===== src/rtl/snow64_instr_decode_stage.sv =====
// Snow64 instruction-decode stage: splits 32-bit instructions into group fields,
// buffers up to two decoded entries and holds off issue after mul/div.
module snow64_instr_decode_stage #(
    parameter int unsigned WIDTH__ADDR     = 64,
    parameter int unsigned MUL_HOLD_CYCLES = 2,
    parameter int unsigned DIV_HOLD_CYCLES = 8
) (
    input  logic                   clk,
    input  logic                   rst,
    input  logic                   flush,
    input  logic                   in_valid,
    output logic                   in_ready,
    input  logic [31:0]            in_instr,
    input  logic [WIDTH__ADDR-1:0] in_pc,
    output logic                   out_valid,
    input  logic                   out_ready,
    output logic [2:0]             out_group,
    output logic                   out_op_type,
    output logic [3:0]             out_ra_index,
    output logic [3:0]             out_rb_index,
    output logic [3:0]             out_rc_index,
    output logic [3:0]             out_oper,
    output logic [WIDTH__ADDR-1:0] out_signext_imm,
    output logic [WIDTH__ADDR-1:0] out_pc,
    output logic                   out_nop,
    output logic                   out_illegal,
    output logic                   hold_busy
);

    localparam int unsigned HOLD_MAX =
        (MUL_HOLD_CYCLES > DIV_HOLD_CYCLES) ? MUL_HOLD_CYCLES : DIV_HOLD_CYCLES;
    localparam int unsigned HOLD_W = (HOLD_MAX < 2) ? 1 : $clog2(HOLD_MAX + 1);

    typedef struct packed {
        logic [2:0]             group;
        logic                   op_type;
        logic [3:0]             ra;
        logic [3:0]             rb;
        logic [3:0]             rc;
        logic [3:0]             oper;
        logic [WIDTH__ADDR-1:0] imm;
        logic [WIDTH__ADDR-1:0] pc;
        logic                   nop;
        logic                   illegal;
    } dec_t;

    typedef enum logic [1:0] {
        ST_EMPTY,
        ST_ONE,
        ST_TWO
    } buf_state_t;

    function automatic dec_t decode(input logic [31:0] instr,
                                    input logic [WIDTH__ADDR-1:0] pc);
        dec_t d;
        logic bad;
        d       = '0;
        bad     = 1'b0;
        d.group = instr[31:29];
        d.ra    = instr[27:24];
        d.pc    = pc;
        case (instr[31:29])
            3'd0: begin
                d.op_type = instr[28];
                d.rb      = instr[23:20];
                d.rc      = instr[19:16];
                d.oper    = instr[15:12];
                d.imm     = {{(WIDTH__ADDR-12){instr[11]}}, instr[11:0]};
                bad       = (instr[15:12] >= 4'd13);
            end
            3'd1: begin
                d.oper = instr[23:20];
                d.imm  = {{(WIDTH__ADDR-20){instr[19]}}, instr[19:0]};
                bad    = (instr[23:20] >= 4'd12);
            end
            3'd2, 3'd3: begin
                d.rb   = instr[23:20];
                d.rc   = instr[19:16];
                d.oper = instr[15:12];
                d.imm  = {{(WIDTH__ADDR-12){instr[11]}}, instr[11:0]};
                bad    = (instr[15:12] >= 4'd9);
            end
            3'd4: begin
                d.op_type = instr[28];
                d.rb      = instr[23:20];
                d.oper    = instr[19:16];
                d.imm     = {{(WIDTH__ADDR-16){instr[15]}}, instr[15:0]};
                bad       = (instr[19:16] >= 4'd9);
            end
            default: begin
                // Unassigned groups use the three-register layout.
                d.rb   = instr[23:20];
                d.rc   = instr[19:16];
                d.oper = instr[15:12];
                bad    = 1'b1;
            end
        endcase
        if (bad) begin
            d.nop     = 1'b1;
            d.illegal = 1'b1;
            d.imm     = '0;
        end
        return d;
    endfunction

    buf_state_t        state;
    buf_state_t        state_nxt;
    dec_t              entry0;
    dec_t              entry1;
    dec_t              in_dec;
    logic [HOLD_W-1:0] hold_cnt;
    logic              accept;
    logic              retire;

    assign in_dec    = decode(in_instr, in_pc);
    assign out_valid = (state != ST_EMPTY) && (hold_cnt == '0);
    assign accept    = in_valid && in_ready && !flush;
    assign retire    = out_valid && out_ready && !flush;
    assign hold_busy = (hold_cnt != '0);

    always_comb begin
        state_nxt = state;
        case (state)
            ST_EMPTY: if (accept) state_nxt = ST_ONE;
            ST_ONE: begin
                if (accept && !retire)      state_nxt = ST_TWO;
                else if (!accept && retire) state_nxt = ST_EMPTY;
            end
            ST_TWO:   if (retire) state_nxt = ST_ONE;
            default:  state_nxt = ST_EMPTY;
        endcase
    end

    always_ff @(posedge clk) begin
        if (rst || flush) begin
            state    <= ST_EMPTY;
            in_ready <= 1'b1;
            entry0   <= '0;
            entry1   <= '0;
            hold_cnt <= '0;
        end else begin
            state    <= state_nxt;
            in_ready <= (state_nxt != ST_TWO);
            // entry0 is always the head; a retire shifts entry1 (or the newcomer) forward.
            if (retire) begin
                if (state == ST_TWO) entry0 <= entry1;
                else if (accept)     entry0 <= in_dec;
            end else if (accept) begin
                if (state == ST_EMPTY) entry0 <= in_dec;
                else                   entry1 <= in_dec;
            end
            if (retire && !entry0.nop && entry0.group == 3'd0 && entry0.oper == 4'd3)
                hold_cnt <= HOLD_W'(MUL_HOLD_CYCLES);
            else if (retire && !entry0.nop && entry0.group == 3'd0 && entry0.oper == 4'd4)
                hold_cnt <= HOLD_W'(DIV_HOLD_CYCLES);
            else if (hold_cnt != '0)
                hold_cnt <= hold_cnt - 1'b1;
        end
    end

    assign out_group       = entry0.group;
    assign out_op_type     = entry0.op_type;
    assign out_ra_index    = entry0.ra;
    assign out_rb_index    = entry0.rb;
    assign out_rc_index    = entry0.rc;
    assign out_oper        = entry0.oper;
    assign out_signext_imm = entry0.imm;
    assign out_pc          = entry0.pc;
    assign out_nop         = entry0.nop;
    assign out_illegal     = entry0.illegal;

endmodule


===== config.mk =====
export PLATFORM = sky130hd
export DESIGN_NAME = snow64_instr_decode_stage
export DESIGN_NICKNAME = d
export VERILOG_FILES = /design/src/rtl/snow64_instr_decode_stage.sv
export SDC_FILE = /design/constraint.sdc
export NUM_CORES = 1
export LEC_CHECK = 0
export ABC_AREA = 1
export BUFFER_PORTS_ARGS = -buffer_cell sky130_fd_sc_hd__buf_2
export CAP_MARGIN = 20
export CORE_MARGIN = 2
export CORE_UTILIZATION = 49
export CTS_BUF_LIST = sky130_fd_sc_hd__clkbuf_2 sky130_fd_sc_hd__clkbuf_4 sky130_fd_sc_hd__clkbuf_8
export DETAILED_ROUTE_END_ITERATION = 7
export GPL_TIMING_DRIVEN = 1
export PLACE_DENSITY = 0.7
export SLEW_MARGIN = 20
export SYNTH_ARGS = -nofsm -noshare
export SYNTH_HDL_FRONTEND = slang
export SYNTH_SLANG_ARGS = --single-unit

===== constraint.sdc =====
create_clock -name clk -period 3.5 [get_ports clk]
set_clock_uncertainty 0.1 [all_clocks]
set_input_delay 0.525 -clock clk [delete_from_list [all_inputs] [get_ports clk]]
set_output_delay 0.525 -clock clk [all_outputs]
set_load 0.01 [all_outputs]

# Yosys cells after proc, flatten, opt, wreduce, memory -nomap -nowiden
# Cells that the tools add are included.
[classes]
n_addsub = 1
order_cmp = 4
n_eq_ne = 9
n_mux = 21
n_bitwise = 2
reduce_logical = 35
[ops]
columns = ["operator", "n"]
rows = [
  ["150-bit two-way mux", 5],
  ["64-bit one-hot mux with 3 select lines", 1],
  ["64-bit two-way mux", 1],
  ["4-bit greater-or-equal comparator, second input constant", 4],
  ["4-bit two-way mux", 4],
  ["2-bit two-way mux", 6],
  ["1-bit logical AND", 11],
  ["2-bit nonzero test", 5],
  ["4-bit one-hot mux with 2 select lines", 1],
  ["2-bit OR reduction", 4],
  ["3-bit by 2-bit equality test with 1-bit output, second input constant", 2],
  ["3-bit logical NOT", 2],
  ["2-bit one-hot mux with 3 select lines", 1],
  ["3-bit AND reduction", 2],
  ["3-bit OR reduction", 2],
  ["4-bit by 2-bit equality test with 1-bit output, second input constant", 1],
  ["4-bit by 3-bit equality test with 1-bit output, second input constant", 1],
  ["1-bit logical NOT", 4],
  ["4-bit logical NOT", 1],
  ["1-bit one-hot mux with 4 select lines", 1],
  ["4-bit nonzero test", 1],
  ["4-bit by 1-bit subtractor with 4-bit output, second input constant", 1],
  ["3-bit by 1-bit equality test with 1-bit output, second input constant", 1],
  ["3-bit equality test, second input constant", 1],
  ["8 further kinds", 9],
]
[word_totals]
reg_bits = 307
in_bits = 101
output_inout_bits = 153
wordCells = 97

# Longest topological paths before layout
[logic_depth]
word_depth = 9
ltp_mapped = 12
depth_no_buf = 11

# Least setup slack after synthesis
# OpenSTA, ideal clock, no wires.
[synth_path]
path_kind = "reg-to-output"
from = "register, netlist name out_signext_imm[62]"
to = "output out_signext_imm[20]"
t_arrival_ns = 1.324
required_ns = 2.875
setup_slack_ns = 1.551
path_stages_with_launch = 2
cell_sequence = "dfxtp_1 -> buf_4"
[synth_lines]
columns = ["element", "line_no", "source"]
rows = [
  ["to (decl)", "23", "output logic [WIDTH__ADDR-1:0] out_signext_imm,"],
]

# Worst setup path after layout
[layout_path]
from = "register hold_cnt[0]"
to = "register entry1[72] in the netlist's numbering"
[layout_via]
elab_chain_cells = 6
[layout_rtl]
columns = ["element", "line_no", "source"]
rows = [
  ["from (decl)", "111", "logic [HOLD_W-1:0] hold_cnt;"],
  ["from (signal assigned)", "153", "hold_cnt <= HOLD_W'(MUL_HOLD_CYCLES);"],
  ["from (signal assigned)", "155", "hold_cnt <= HOLD_W'(DIV_HOLD_CYCLES);"],
  ["from (signal assigned)", "157", "hold_cnt <= hold_cnt - 1'b1;"],
  ["4-bit logical NOT", "116", "assign out_valid = (state != ST_EMPTY) && (hold_cnt == '0);"],
  ["1-bit logical AND", "116", ""],
  ["1-bit logical AND (2 in series)", "118", "assign retire = out_valid && out_ready && !flush;"],
  ["1-bit inverter (no line)", "n/a", ""],
  ["3-bit AND reduction (no line)", "n/a", ""],
  ["to (signal assigned)", "150", "else entry1 <= in_dec;"],
  ["to (decl)", "109", "dec_t entry1;"],
]
# No other way between the ends.
# A chain may end at the register's enable or synchronous reset.

==> results by group <==
Synth
  • Sequential area share after synthesis: 40.21%
  • Post-Synthesis Cells: 1741
  • Distinct cells, synth: 23
  • Mapped cell area: 0.01080 sq mm
  • Number of synthesized register bits: 217
  • Synth warnings: 0
  • Syn Nets: 1844
  • Syn avg cell area: 6.205 sq um

Clocking
  • Num CTS Buffers: 39
  • CTS Hold Buffers Added: 0
  • Post-CTS Setup Repair Bufs: 0
  • H-tree Lvls: 2
  • CTS root buf: clkbuf_8
  • Worst-Skew Late Latency: 0.52 ns
  • Post-CTS Resized: 0
  • CTS sink count: 217
  • TritonCTS clock tree: built
  • Buffer depth of the longest clock path: 3
  • Worst-path clk slew: 0.06 ns

STA
  • RSZ-0062 raised after global routing: no
  • Final hold vios: 0
  • Final hold slack: 0.1549 ns
  • Max Slew Vio Count: 0
  • Count of final setup violators: 0
  • Tcrit/Tclk final: 73.15%
  • Max Freq: 390.6 MHz
  • Normalized max-slew margin: 27.50%
  • Post-Route Setup TNS: 0 ns
  • Tmin final: 2.560 ns
  • Worst slew pin tran: 1.087 ns

Detailed routing
  • Top sig layer: met4
  • DRT iter0 DRCs: 720
  • Wire length on met2: 13540 um
  • Detailed Route WL: 29330 um
  • Metal-1 WL: 13310 um
  • ANT nets after route: 0
  • Met3 Wirelength: 2020 um
  • Routed length per instance: 13.25 um
  • Vias per cell: 4.987
  • Vias after detailed routing: 11040
  • Initial DRT Pass Iterations: 5
  • DRC errors left: 0

Pwr
  • Reg power frac: 43.1%
  • P_int: 4313 uW
  • Clk pwr share: 43.5%
  • IR drop worst, VDD: 0.0003345 V
  • PwrDens: 469.6 mW/mm^2
  • Comb pwr share: 13.3%
  • Psw: 1631 uW
  • Net Sw Frac: 27.43%
  • Leakage: 0.006347 uW

Setup path
  • Crit Path Max Fanout: 111
  • Startpoint Class: flip-flop
  • Slowest-stage cell, CP: buf_4
  • CP endpoint kind: flip-flop
  • Worst path bufs/invs: 2
  • Slowest stage delay, CP: 0.79 ns
  • CP arrival: 2.90 ns
  • R2R setup slack: 0.94 ns
  • Worst path top cell family by delay: buffers and inverters
  • Crit-path cells: inv_1, ha_1, nand2_1, nor2_4, nand3_1, nand2_1, nor2_4, buf_4, nand3_1, a21oi_1
  • WS Path Type: reg -> reg
  • CP required: 3.84 ns

Run status
  • Outcome: finished, final reports clean

Global routing
  • Initial antenna violation count: 1
  • Vias in the first global route: 9977
  • Largest net degree at the start of global routing: 126
  • Total track usage: 24.72%
  • Global route overflow: 0
  • First-pass GRT wire length: 48660 um

Die
  • Starting Density: 49.65%
  • Die span in x: 152.5 um
  • Row cnt: 54
  • Chip Height: 152.5 um
  • Core area: 0.02176 sq mm
  • I/O pin cnt: 254
  • Die area: 0.02325 sq mm

Min path
  • Tightest Hold Check Type: in -> reg

Place
  • Post-DP HPWL: 17920 um
  • Placer Congestion: 0.8329
  • # port buffers: 253

Job
  • Max-cap violations: 0

Finish
  • Nets@finish: 2003
  • Share of cells above drive strength 1: 18.64%
  • Synth-to-layout area growth: 17.16%
-- synthesized netlist by cell type, drive strengths merged --
master	number	share of area [%]
nand2	725	25
nor2	245	8.7
dfxtp	217	40
a21oi	131	6.1
buf	104	6.2
o21ai	93	4.3
inv	89	3.1
nand3	71	3.3
clkbuf	51	1.8
o211ai	5	0.35
nor4	4	0.23
ha	2	0.23
nand4	2	0.25
nor3	1	0.046
xor2	1	0.081
-- sequential cells by signal, summed over array words and instances, names as in the netlist --
| register | cells |
|---|---|
| entry1 | 105 |
| hold_cnt | 4 |
| in_ready | 1 |
| out_group | 3 |
| out_nop | 1 |
| out_op_type | 1 |
| out_oper | 4 |
| out_pc | 64 |
| out_ra_index | 4 |
| out_rb_index | 4 |
| out_rc_index | 4 |
| out_signext_imm | 20 |
| state | 2 |
-- worst min-delay path: stages --
cell and delay [ns]:
buf_2 0.10, nor2_1 0.04, nor2_1 0.08
-- layer usage --
metal	vias up	global-route usage [%]
met5	-	0
met4	0	6.173
met3	44	5.063
met2	326	42.04
met1	4997	32.28
li1	5669	-
-- area by class of cell --
type | instances | area [sq um]
tap | 280 | 350.3
clock inverter | 7 | 41.29
antenna | 2 | 5.005
inverter | 89 | 336.6
multi-input combinational | 1280 | 5294
sequential | 217 | 4344
fill | 2173 | 9099
clock buffer | 65 | 832.0
timing repair buffer | 273 | 1454
-- cells in the final DEF, fill, tap and decap left out, types with 7 or more instances in the layout --
cell / instances
nand2_1: 724
a21oi_1: 131
clkbuf_8: 55
nand3_1: 71
inv_1: 82
clkbuf_4: 10
clkinv_2: 7
dfxtp_1: 217
buf_2: 253
nor2_1: 239
buf_4: 17
o21ai_0: 93
-- stage by stage --
| stage | setup WS, ns | instances | utilization (%) | cell area, sq um | total power (uW) |
|---|---|---|---|---|---|
| 2_1_floorplan | 1.551 | 1741 | - | 10800 | 3161 |
| 5_1_grt | 0.6673 | 2211 | 58.16 | 12650 | 6218 |
| 3_3_place_gp | 1.004 | 2139 | 54.14 | 11780 | 3399 |
| 4_1_cts | 0.9766 | 2211 | 58.16 | 12650 | 5994 |
| 3_5_place_dp | 0.9694 | 2139 | 54.14 | 11780 | 3412 |
| 6_report | 0.9399 | 2213 | 58.18 | 12660 | 5944 |
-- path summary, 6_finish.rpt --
kind / from / endpoint / cells past startpoint
setup / recovery: hold_cnt[0] / entry1[72] / 10
hold / removal: in_pc[49] / entry1[51] / 3
setup reg to reg: hold_cnt[0] / entry1[72] / 10
hold reg to reg: out_pc[58] / out_pc[58] / 2
-- power by group through the flow --
| stage | logic, uW | registers (uW) | clock network (uW) |
|---|---|---|---|
| 3_3_place_gp | 782 | 2620 | 0 |
| 2_1_floorplan | 532 | 2630 | 0 |
| 4_1_cts | 797 | 2560 | 2630 |
| 6_report | 792 | 2560 | 2590 |
| 3_5_place_dp | 794 | 2620 | 0 |
| 5_1_grt | 897 | 2570 | 2750 |
-- cells by family (layout without fill, tap and decap cells) --
group,after synthesis,after routing,synth area share [%]
adder cells (fa/ha/maj),2,2,0.2316
other,0,2,0
buffers and inverters,244,434,11.01
XOR/XNOR,1,1,0.08109
AND/OR/NAND/NOR,1048,1048,37.73
AO/OA/AOI/OAI,229,229,10.73
flip-flops,217,217,40.21
Power figures use the tool's default switching activity.
